==> src/rtl/apb_user_registers.sv <==
// rtl/apb_user_registers.sv - 16550-style UART user register file behind an APB slave
// Optional feature macro: SCRATCH_REG_EN (implements the addr-7 scratch register)
module apb_user_registers (
  input  logic        PCLK,
  input  logic        PRESETn,
  input  logic [2:0]  PADDR,
  input  logic        PSELx,
  input  logic        PENABLE,
  input  logic        PWRITE,
  input  logic [31:0] PWDATA,
  output logic [31:0] PRDATA
);

  logic [7:0] hold_q;
  logic [7:0] dll_q;
  logic [7:0] dlm_q;
  logic [7:0] lcr_q;
  logic [3:0] ier_q;
  logic       fcr_en_q;
  logic [1:0] fcr_trig_q;
  logic [4:0] mcr_q;
  logic       dr_q;
`ifdef SCRATCH_REG_EN
  logic [7:0] scr_q;
`endif

  logic       dlab;
  logic       wr_commit;
  logic       rd_setup;
  logic       rd_access;
  logic [7:0] wdata;
  logic [7:0] rdata;
  logic [3:0] iir_id;
  logic       unused_bits;

  assign dlab      = lcr_q[7];
  assign wr_commit = PSELx & PENABLE & PWRITE;
  assign rd_setup  = PSELx & ~PENABLE & ~PWRITE;
  assign rd_access = PSELx & PENABLE & ~PWRITE;
  assign wdata     = PWDATA[7:0];
  assign iir_id    = (ier_q[0] & dr_q) ? 4'b0100 : 4'b0001;

  // Trigger level is held for the future UART core; nothing in this block reads it yet.
  assign unused_bits = &{1'b0, PWDATA[31:8], fcr_trig_q};

  always_comb begin
    rdata = 8'h00;
    case (PADDR)
      3'd0: rdata = dlab ? dll_q : hold_q;
      3'd1: rdata = dlab ? dlm_q : {4'b0000, ier_q};
      3'd2: rdata = {fcr_en_q, fcr_en_q, 2'b00, iir_id};
      3'd3: rdata = lcr_q;
      3'd4: rdata = {3'b000, mcr_q};
      3'd5: rdata = {1'b0, 1'b1, 1'b1, 4'b0000, dr_q};
      3'd6: rdata = 8'h00;
`ifdef SCRATCH_REG_EN
      3'd7: rdata = scr_q;
`else
      3'd7: rdata = 8'h00;
`endif
      default: rdata = 8'h00;
    endcase
  end

  always_ff @(posedge PCLK or posedge PRESETn) begin
    if (PRESETn) begin
      hold_q     <= 8'h00;
      dll_q      <= 8'h00;
      dlm_q      <= 8'h00;
      lcr_q      <= 8'h00;
      ier_q      <= 4'h0;
      fcr_en_q   <= 1'b0;
      fcr_trig_q <= 2'b00;
      mcr_q      <= 5'h00;
      dr_q       <= 1'b0;
`ifdef SCRATCH_REG_EN
      scr_q      <= 8'h00;
`endif
      PRDATA     <= 32'h0;
    end else begin
      if (wr_commit) begin
        case (PADDR)
          3'd0: begin
            if (dlab) begin
              dll_q <= wdata;
            end else begin
              hold_q <= wdata;
              dr_q   <= 1'b1;
            end
          end
          3'd1: begin
            if (dlab) dlm_q <= wdata;
            else      ier_q <= wdata[3:0];
          end
          3'd2: begin
            fcr_en_q   <= wdata[0];
            fcr_trig_q <= wdata[7:6];
          end
          3'd3: lcr_q <= wdata;
          3'd4: mcr_q <= wdata[4:0];
`ifdef SCRATCH_REG_EN
          3'd7: scr_q <= wdata;
`endif
          default: ;
        endcase
      end
      if (rd_setup) PRDATA <= {24'h0, rdata};
      // Draining the holding byte happens at the access edge, after PRDATA captured it.
      if (rd_access && (PADDR == 3'd0) && !dlab) dr_q <= 1'b0;
    end
  end

endmodule

==> config.mk <==
export PLATFORM = sky130hd
export DESIGN_NAME = apb_user_registers
export DESIGN_NICKNAME = d
export VERILOG_FILES = /design/src/rtl/apb_user_registers.sv
export SDC_FILE = /design/constraint.sdc
export NUM_CORES = 1
export LEC_CHECK = 0
export ABC_AREA = 1
export BUFFER_PORTS_ARGS = -buffer_cell sky130_fd_sc_hd__buf_4
export CAP_MARGIN = 20
export CELL_PAD_IN_SITES_DETAIL_PLACEMENT = 0
export CELL_PAD_IN_SITES_GLOBAL_PLACEMENT = 2
export CORE_MARGIN = 5
export CORE_UTILIZATION = 33
export DETAILED_ROUTE_END_ITERATION = 7
export GPL_ROUTABILITY_DRIVEN = 0
export GPL_TIMING_DRIVEN = 0
export HOLD_SLACK_MARGIN = 0.1
export PLACE_DENSITY_LB_ADDON = 0.1
export SYNTH_ARGS = -nofsm -noshare
export SYNTH_HDL_FRONTEND = slang
export SYNTH_SLANG_ARGS = --single-unit
==> constraint.sdc <==
create_clock -name PCLK -period 2.5 [get_ports PCLK]
set_input_delay 0.125 -clock PCLK [delete_from_list [all_inputs] [get_ports PCLK]]
set_output_delay 0.125 -clock PCLK [all_outputs]
set_load 0.05 [all_outputs]
# Word level (Yosys, flattened, before mapping)
# Index checks and enable logic that the tools add are counted.
dict set report word_totals {
  ff_bits 51
  output_inout_bits 32
  wordCells 49
}
dict set report classes {
  eq_ne 8
  mux 8
  bitwise 9
  reduce_logical 15
}
# cell count
set op_table {}
lappend op_table {{one-hot mux 8 bit (7 select lines)} 1}
lappend op_table {{2-to-1 mux 8 bit} 2}
lappend op_table {{AND reduction 3 bit} 5}
lappend op_table {{== test 3 bit, second input constant} 4}
lappend op_table {{AND 1 bit} 6}
lappend op_table {{== test 3 x 2 -> 1 bit, second input constant} 2}
lappend op_table {{AND reduction 2 bit} 3}
lappend op_table {{2-to-1 mux 1 bit} 4}
lappend op_table {{nonzero test 2 bit} 2}
lappend op_table {{== test 3 x 1 -> 1 bit, second input constant} 1}
lappend op_table {{zero test 3 bit} 1}
lappend op_table {{2-to-1 mux 3 bit} 1}
lappend op_table {{NOT 1 bit} 3}
lappend op_table {{logical AND 1 bit} 2}
lappend op_table {{inequality test 2 x 1 -> 1 bit, second input constant} 1}
lappend op_table {{OR reduction 2 bit} 1}
lappend op_table {{zero test 1 bit} 1}

# Longest topological paths before layout
# Gate-level depths: netlist of the first run.
dict set report logic_depth {
  ltp_word 6
  ltp_mapped 10
  mapped_depth_nobuf 9
}

# Least setup slack after synthesis of the first run
# No wires, ideal clock.
dict set report synth_path {
  kind {register to register}
  startpoint {register lcr_q[7]}
  endpoint {register PRDATA[1]}
  setup_ps 66
  t_arrival_ps 1127
  required_time_ps 2434
  slack_ps 1307
  path_stages_with_launch 10
  path_buffers 2
  period_less_slack_ps 1193
  path_cell_list {dfrtp_1 -> buf_4 -> inv_1 -> buf_4 -> nand2_1 -> nand2_1 -> nand2_1 -> nand3_1 -> nand3_1 -> nand2_1}
}
dict set report synth_via {
  elab_chain_cells 2
  word_cells_on_any_way 3
  cone_classes {3 x mux}
}
# item line
set synth_rtl {}
lappend synth_rtl {{start, declared} 17} ;# logic [7:0] lcr_q;
lappend synth_rtl {{start signal, assigned} 99} ;# 3'd3: lcr_q <= wdata;
lappend synth_rtl {{2-to-1 mux 8 bit (on tied branches)} {50, 49}}
lappend synth_rtl {{one-hot mux 8 bit (7 select lines) (*)} 48} ;# case (PADDR)
lappend synth_rtl {{end signal, assigned} 107} ;# if (rd_setup) PRDATA <= {24'h0, rdata};
lappend synth_rtl {{end, declared} 11} ;# output logic [31:0] PRDATA
# Mark *: on every way between the ends. The rest lies on a longest branch, timed or not.
# A chain may end at the register's enable or synchronous reset.

# Final worst setup path of the first run
dict set report layout_path {
  startpoint {register lcr_q[7]}
  endpoint {register PRDATA[2]}
}
# Same word-level chain as after synthesis.

==> results_dict.tcl, run 1 <==
set metrics [dict create \
    status "complete, no violations" \
    seq_area_frac_synth_pct 47.7 \
    cp_num_buf_inv 3 \
    multi_input_area_mm2 0.00116 \
    synth_cells 307 \
    cts_tree "yes" \
    maxSlewHeadroom_pct 61.0 \
    yosysWarnings 0 \
    hpwl_um 4860 \
    cp.arrival_ns 1.82 \
    numClockSinks 51 \
    regToRegSetupSlack_ns 0.93 \
    crit_chain "buf_4, inv_1, buf_4, o21ai_0, a21oi_1, o21ai_0, nand2_1" \
    cp-end-kind "flop" \
    clk_pin_slew_ns 0.10 \
    antennaDiodeCount 0 \
    reg2reg_from "lcr_q[7]$_DFFE_PP0P_" \
    fp.dieW_um 100 \
    ys_seq_elements 51 \
    nFillCells 823 \
    synth_cell_types 25 \
    coreArea_mm2 0.00781 \
    rsz0062_at_grt "false" \
    ir_worst_vdd_v 0.000237 \
    setup_violations 0 \
    drt_iter0_drc 90 \
    post-route-period-util_pct 62.8 \
    cp_max_fo 10 \
    finalSetupTns_ns 0 \
    netSwitchingPower_uw 712 \
    finalMaxSlewViolations 0 \
    p_per_area_mw_per_mm2 646 \
    finalHoldViolCount 0 \
    grt_antenna_before_repair 0 \
    fmax_ghz 0.637 \
    min_from "PWDATA[5]" \
    fin_crit_ns 1.57 \
    cap_violations 0 \
    viasPerCell 4.46 \
    h-tree-depth 2 \
    finalWirelength_um 6670 \
    row_count 32 \
    drt.antenna.violating_nets 0 \
    start_util_pct 34.2 \
    cts_buffers 5 \
    syn_area_per_cell_um2 8.71 \
    clock_latency_ns 0.31 \
    layout_common_cells "nand2_1, dfrtp_1, buf_4, o21ai_2, conb_1" \
    critPathTopFamily "buffers and inverters" \
    num_vias 2074 \
    p_total_mw 2.06 \
    wl_per_cell_um 14.3 \
    switching_share_pct 34.6 \
    crit_slowest_cell "dfrtp_1" \
    seq_area_mm2 0.00128 \
    die-height_um 100 \
    io_buffers 23 \
    grt-ovfl-total 0 \
    hp-class "in -> reg" \
    static-leakage-power_nw 1.70 \
    clockBufferDepth 2 \
    cp.required_ns 2.75 \
    ios 72 \
    tightest_slew_ns 0.584 \
    synth.cell_area_mm2 0.00267 \
    power_frac_seq_pct 48.7 \
    internal-power_mw 1.35 \
    num-nets-final 402 \
    grt_pass1_wl_um 10900 \
    syn2layout_area_growth_pct 19.3 \
    drc 0 \
    slowest_delay_ns 0.37 \
    layout_commonest_cell "nand2_1" \
    dieArea_mm2 0.0100 \
    skew_ns 0.00689 \
    holdPathStages 3 \
    reg2reg_depth 7 \
    min_to "dlm_q[5]$_DFFE_PP0P_" \
    p_comb_share_pct 26.1 \
    power_frac_clock_pct 25.1 \
    grt_pass1_vias 2047 \
    grt_max_degree 28 \
    crit_type "reg -> reg" \
    post_cts_resized 0 \
    cp-start-kind "flop" \
    track_usage_pct 14.2 \
    first_pass_iters 4 \
    root_buffer "clkbuf_8" \
    post_route_cells_drive_above_1_share_pct 30.6 \
    rr_endpoint "PRDATA[2]$_DFFE_PP0P_" \
]
[tightest hold or removal path, cell delays in order]
cell     delay (ns)
buf_4          0.07
inv_1          0.10
o21ai_2        0.14
[metal layers]
layer / up-vias / GRT usage, % / routed length (µm)
met1: 960 / 19.4 / 3140
met4: 0 / 3.94 / 57
met2: 45 / 22.8 / 3160
li1: 1065 / - / -
met5: - / 0 / 0
met3: 4 / 2.92 / 305
[layout make-up]
cell class | count | share of cell area [%]
Tap cell | 102 | 4.00
Clock inverter | 2 | 0.510
Clock buffer | 6 | 2.59
Multi-Input combinational cell | 229 | 36.4
Inverter | 17 | 2.08
Sequential cell | 51 | 40.0
Timing Repair Buffer | 25 | 6.36
Buffer | 33 | 8.00
[what timing repair did]
| action | in CTS | in global routing |
|---|---|---|
| setup endpoints to repair | 0 | 0 |
| hold endpoints to repair | 24 | 0 |
| hold buffers | 1 | 0 |
| buffers inserted | 0 | 0 |
[logic make-up after synthesis]
logic type | Yosys count | synth area share [%]
other cells | 1 | 0.140
compound gates | 65 | 16.9
simple gates | 140 | 23.2
buf+inv | 50 | 12.0
flops | 51 | 47.7
[worst max-delay path by stage]
stage / startpoint / endpoint / slack, ns / depth (start not counted)
final: lcr_q[7]$_DFFE_PP0P_ / PRDATA[2]$_DFFE_PP0P_ / 0.93 / 7
after global routing: lcr_q[7]$_DFFE_PP0P_ / PRDATA[2]$_DFFE_PP0P_ / 0.72 / 7
after CTS: lcr_q[7]$_DFFE_PP0P_ / PRDATA[2]$_DFFE_PP0P_ / 0.92 / 7
after detailed placement: lcr_q[7]$_DFFE_PP0P_ / PRDATA[2]$_DFFE_PP0P_ / 0.95 / 7
after global placement: PRESETn / fcr_en_q$_DFFE_PP0P_ / 0.33 / 2
after floorplan: PRESETn / PRDATA[0]$_DFFE_PP0P_ / 1.15 / 1
[power groups by stage]
stage               clock network [mW]  logic (mW)  registers [mW]
floorplan                            0       0.358            1.07
global placement                     0       0.534            1.02
detailed placement                   0       0.544            1.02
CTS                              0.533       0.547            1.00
global route                     0.573       0.597            1.02
finish                           0.518       0.539            1.00
[flip-flops by register name, summed over array words and instances, names as in the netlist]
register	count
hold_q	8
PRDATA	8
dr_q	1
ier_q	4
lcr_q	8
dlm_q	8
mcr_q	5
dll_q	8
fcr_en_q	1
[per-stage QoR]
stage / util [%] / hold WS, ns / cell area (µm²) / setup slack (ns) / std cells
floorplan: - / 0.317 / 2760 / 1.15 / 330
global placement: 39.2 / 0.464 / 3060 / 0.326 / 455
detailed placement: 39.5 / 0.236 / 3080 / 0.951 / 456
CTS: 40.8 / 0.161 / 3190 / 0.924 / 465
global route: 40.8 / 0.157 / 3190 / 0.716 / 465
finish: 40.8 / 0.159 / 3190 / 0.929 / 465
[synthesized netlist by cell type]
cell      number  area [µm²]
nand2_1      104         390
or2_2          1        6.26
o21ai_2       31         272
o31ai_1        1        7.51
a21oi_1        4        20.0
inv_4          1        6.26
nand3_2        2        20.0
nand2_4        4        45.0
nor2_2         1        6.26
dfrtp_1       51        1280
nand4_1        2        12.5
nor2_1         9        33.8
nor2_4         3        33.8
inv_2          2        7.51
o211ai_1       1        7.51
inv_1         14        52.6
o21ai_1        1        5.00
nand3_1       12        60.1
clkbuf_1       2        7.51
nand2_2        2        12.5
buf_4         27         203
o21ai_0       23         115
a31oi_1        4        25.0
conb_1         1        3.75
buf_6          4        45.0
Note: power is estimated with default switching activity, not from simulation.
==> run 2, diff against run 1 <==
Settings changed: CORE_UTILIZATION 33 to 27.
Clock period 2.5 ns to 1.4 ns, I/O delays scaled along.
==> results_dict.tcl, run 2 (same netlist as run 1, synthesis figures left out) <==
set metrics [dict create \
    maxSlewHeadroom_pct 62.1 \
    coreArea_mm2 0.00973 \
    finalMaxSlewViolations 0 \
    violations "setup timing" \
    p_total_mw 3.98 \
    root_buffer "clkbuf_8" \
    crit_type "reg -> reg" \
    layout_commonest_cell "nand2_1" \
    power_frac_seq_pct 45.4 \
    wl_per_cell_um 14.3 \
    cp.arrival_ns 1.61 \
    slowest_delay_ns 0.35 \
    drt_iter0_drc 55 \
    num_vias 2138 \
    switching_share_pct 32.8 \
    cp-start-kind "flop" \
    netSwitchingPower_mw 1.31 \
    fmax_ghz 0.701 \
    setup_violations 7 \
    cp.required_ns 1.59 \
    fin_ws_ns -0.0270 \
    die-height_um 110 \
    cap_violations 0 \
    static-leakage-power_nw 1.85 \
    post_route_cells_drive_above_1_share_pct 38.1 \
    row_count 36 \
    grt_antenna_before_repair 0 \
    syn2layout_area_growth_pct 32.3 \
    grt_pass1_vias 2193 \
    antennaDiodeCount 0 \
    drt.antenna.violating_nets 0 \
    numClockSinks 51 \
    crit_chain "buf_6, clkinvlp_4, buf_6, nor2_4, nand2_4, buf_12, nand2_4, o21ai_2" \
    hpwl_um 5180 \
    tightest_slew_ns 0.568 \
    cts_tree "yes" \
    critPathTopFamily "buffers and inverters" \
    ios 72 \
    finalWirelength_um 7320 \
    io_buffers 23 \
    cp_max_fo 7 \
    place_ws_ns -0.196 \
    power_frac_clock_pct 27.4 \
    placed_cells 487 \
    stdcell_area_mm2 0.00354 \
    fin_crit_ns 1.43 \
    internal-power_mw 2.67 \
    post-route-period-util_pct 102 \
    first_pass_iters 4 \
    dieArea_mm2 0.0120 \
    regToRegSetupSlack_ns -0.03 \
    clockBufferDepth 2 \
    ir_worst_vdd_v 0.000492 \
    layout_common_cells "nand2_1, buf_4, dfrtp_1, o21ai_2, conb_1" \
    dpl_cell_area_mm2 0.00312 \
    num-nets-final 417 \
    clock_latency_ns 0.31 \
    track_usage_pct 13.0 \
    grt_pass1_wl_um 11700 \
    fp.dieW_um 110 \
    p_comb_share_pct 27.2 \
    postLayoutCoreUtil_pct 36.4 \
    viasPerCell 4.18 \
    p_per_area_mw_per_mm2 1130 \
    hp-class "in -> reg" \
    skew_ns 0.0102 \
    status "finished with violations" \
    crit_slowest_cell "dfrtp_1" \
    grt_max_degree 35 \
    clk_pin_slew_ns 0.10 \
    start_util_pct 27.5 \
    rsz0062_at_grt "true" \
    fin_cells 511 \
    cts_buffers 5 \
    h-tree-depth 2 \
    grt-ovfl-total 0 \
    finalHoldViolCount 0 \
    cp-end-kind "flop" \
    drc 0 \
    cp_num_buf_inv 4 \
]
run 2: cell types whose count changed in the layout (fill, tap and decap cells not counted), moves of 2 or more:
cell / change
buf_12: +3
buf_4: +7
buf_6: +3
clkbuf_16: +2
nand2_1: -14
nand2_2: +8
nand2_4: +6
o21ai_0: -2
run 2: final timing paths:
| kind | from | endpoint | cells after the start |
|---|---|---|---|
| max reg2reg | lcr_q[7]$_DFFE_PP0P_ | dlm_q[4]$_DFFE_PP0P_ | 8 |
| min reg2reg | hold_q[2]$_DFFE_PP0P_ | hold_q[2]$_DFFE_PP0P_ | 2 |
| min | PWDATA[5] | hold_q[5]$_DFFE_PP0P_ | 3 |
| max in group asynchronous | PRESETn | dlm_q[7]$_DFFE_PP0P_ | 4 |
| max | lcr_q[7]$_DFFE_PP0P_ | dlm_q[4]$_DFFE_PP0P_ | 8 |
| min in group asynchronous | PRESETn | hold_q[1]$_DFFE_PP0P_ | 3 |
run 2: layout make-up:
class	instances	area, µm²
Fill cell	1046	6190
Sequential cell	51	1280
Multi-Input combinational cell	229	1240
Timing Repair Buffer	41	377
Buffer	32	289
Tap cell	133	166
Clock buffer	6	82.6
Inverter	17	70.1
Clock inverter	2	35.0
run 2: per-stage QoR:
| step | TNS [ns] | hold slack, ns |
|---|---|---|
| 6_report | -0.0955 | 0.115 |
| 5_1_grt | -1.05 | 0.121 |
| 4_1_cts | -0.0139 | 0.116 |
| 3_5_place_dp | -0.730 | 0.0919 |
| 3_3_place_gp | -38.94 | 0.438 |
| 2_1_floorplan | 0 | 0.262 |
run 2: power by group through the flow:
stage	Clock, mW	Combinational (mW)	Sequential (mW)
after global placement	0	0.960	1.82
after detailed placement	0	0.975	1.83
after floorplan	0	0.639	1.90
final	1.09	1.08	1.81
after global routing	1.18	1.20	1.84
after CTS	1.13	1.04	1.80
run 2: what timing repair did:
action / CTS / global route
endpoints found under the setup margin: 11 / 14
hold buffers: 1 / 0
buffers inserted: 5 / 9
endpoints found under the hold margin: 17 / 0
pin swaps: 1 / 5
resized for setup: 6 / 35
gates cloned: 0 / 2
run 2: worst reg2reg max path: cells and delay by family (launching register included):
kind | cells | cell delay [ns]
and+or+nand+nor | 3 | 0.31
DFF | 1 | 0.35
AOI/OAI and AO/OA | 1 | 0.05
buffers and inverters | 4 | 0.60
run 2: metal layers:
layer	vias to the layer above	wire (µm)	share of wire [%]	GRT usage, %
met2	49	3520	48	22.9
met3	7	313	4.3	2.41
met5	-	0	0	0
met1	983	3400	46	16.5
li1	1099	-	-	-
met4	0	94	1.3	2.94
==> run 3, diff against run 2 <==
Settings changed: CORE_ASPECT_RATIO set to 1.1.
==> results_dict.tcl, run 3 (same netlist as run 1, synthesis figures left out) <==
set metrics [dict create \
    top_layer "met4" \
    hp-class "in -> reg" \
    clk_pin_slew_ns 0.10 \
    dpl_cell_area_mm2 0.00310 \
    slowest_delay_ns 0.35 \
    viasPerCell 4.29 \
    drt-met1-wl_um 3250 \
    cp.required_ns 1.59 \
    crit_slowest_cell "dfrtp_1" \
    cts_tree "yes" \
    finalMaxSlewViolations 0 \
    min_from "PENABLE" \
    wl_per_cell_um 14.6 \
    grt_max_degree 35 \
    cp-end-kind "flop" \
    dieArea_mm2 0.0120 \
    cp.arrival_ns 1.60 \
    layout_commonest_cell "nand2_1" \
    cts_buffers 5 \
    start_util_pct 27.3 \
    holdPathStages 4 \
    holdWs_ns 0.120 \
    post-route-period-util_pct 100 \
    first_pass_iters 4 \
    layout_common_cells "nand2_1, buf_4, dfrtp_1, o21ai_2, conb_1" \
    setup_violations 1 \
    clockBufferDepth 2 \
    clock_latency_ns 0.30 \
    place_ws_ns -0.241 \
    finalWirelength_um 7210 \
    ir_worst_vdd_v 0.000447 \
    rsz0062_at_grt "true" \
    status "finished with violations" \
    drt_iter0_drc 71 \
    syn2layout_area_growth_pct 29.3 \
    regToRegSetupSlack_ns -0.006 \
    route.met3.wl_um 256 \
    grt_pass1_wl_um 11500 \
    fin_ws_ns -0.00561 \
    coreArea_mm2 0.00979 \
    cap_violations 0 \
    min_to "dr_q$_DFFE_PP0P_" \
    grt-ovfl-total 0 \
    finalHoldViolCount 0 \
    die-height_um 114 \
    io_buffers 23 \
    h-tree-depth 2 \
    drt.antenna.violating_nets 0 \
    p_per_area_mw_per_mm2 1100 \
    grt_antenna_before_repair 0 \
    track_usage_pct 12.3 \
    p_total_mw 3.79 \
    fp.dieW_um 105 \
    post_route_cells_drive_above_1_share_pct 36.9 \
    reg2reg_from "lcr_q[7]$_DFFE_PP0P_" \
    ios 72 \
    reg2reg_depth 8 \
    maxSlewHeadroom_pct 63.8 \
    drc 0 \
    violations "setup timing" \
    row_count 38 \
    antennaDiodeCount 0 \
    crit_chain "buf_6, clkinvlp_4, buf_12, nor2_4, nand2_4, buf_12, nand2_4, o21ai_2" \
    rr_endpoint "dlm_q[7]$_DFFE_PP0P_" \
    met2WireLength_um 3550 \
    num-nets-final 413 \
    root_buffer "clkbuf_8" \
    hpwl_um 5180 \
    num_vias 2118 \
    tightest_slew_ns 0.543 \
    fin_crit_ns 1.41 \
    static-leakage-power_nw 1.80 \
    crit_type "reg -> reg" \
    stdcell_area_mm2 0.00346 \
    cp_max_fo 6 \
    skew_ns 0.00723 \
    cp-start-kind "flop" \
    fmax_ghz 0.711 \
    numClockSinks 51 \
    grt_pass1_vias 2173 \
]
==> run 3: cell types whose count changed in the layout (fill, tap and decap cells not counted), sizes merged <==
cell	delta
buf	-4
bufinv	-1
clkbuf	+1
==> run 3: repair_timing <==
action                     CTS  global route
hold endpoints to repair    17             0
gates resized for setup      8            28
pin swaps                    2             3
cloned                       0             2
hold buffers                 1             0
setup endpoints to repair   13            24
setup buffers                7             3
==> run 3: per-layer routing <==
metal | vias up | GRT usage (%)
met1 | 983 | 15.9
met2 | 43 | 20.9
li1 | 1084 | -
met3 | 8 | 1.86
met5 | - | 0
met4 | 0 | 4.18
==> run 3: layout make-up <==
| type | instances | area, µm² |
|---|---|---|
| clock buffer | 7 | 86.3 |
| inverter | 17 | 70.1 |
| buffer | 32 | 275 |
| timing repair buffer | 37 | 355 |
| clock inverter | 1 | 8.76 |
| sequential | 51 | 1280 |
| fill | 1040 | 6340 |
| tap | 120 | 150 |
| multi-input combinational | 229 | 1240 |
==> run 3: worst max-delay path by stage <==
stage / cells after the start / slack, ns / end / start
after floorplan: 1 / 0.10 / PRDATA[0]$_DFFE_PP0P_ / PRESETn
after global placement: 2 / -0.76 / mcr_q[0]$_DFFE_PP0P_ / PRESETn
after detailed placement: 7 / -0.24 / PRDATA[2]$_DFFE_PP0P_ / lcr_q[7]$_DFFE_PP0P_
after CTS: 7 / -0.03 / PRDATA[2]$_DFFE_PP0P_ / lcr_q[7]$_DFFE_PP0P_
after global routing: 8 / -0.09 / dlm_q[4]$_DFFE_PP0P_ / lcr_q[7]$_DFFE_PP0P_
final: 8 / -0.006 / dlm_q[7]$_DFFE_PP0P_ / lcr_q[7]$_DFFE_PP0P_
==> run 3: worst max-delay path, delay by kind of cell (launching register included) <==
| family | cells | cell delay (ns) |
|---|---|---|
| AO/OA/AOI/OAI | 1 | 0.04 |
| AND/OR/NAND/NOR | 3 | 0.34 |
| buffers and inverters | 4 | 0.55 |
| flip-flops | 1 | 0.35 |
==> run 3: power by group <==
| group | internal [mW] | switching [mW] | leakage [nW] |
|---|---|---|---|
| sequential | 1.68 | 0.127 | 0.677 |
| clock | 0.407 | 0.531 | 0.0484 |
| combinational | 0.385 | 0.657 | 1.08 |
| total | 2.48 | 1.32 | 1.80 |
==> run 3: stage by stage <==
stage | util [%] | setup TNS (ns) | instances
after global placement | 31.5 | -39.13 | 473
final | 35.3 | -0.00561 | 494
after floorplan | - | 0 | 330
after global routing | 35.3 | -1.18 | 494
after detailed placement | 31.7 | -0.979 | 474
after CTS | 33.7 | -0.0348 | 490
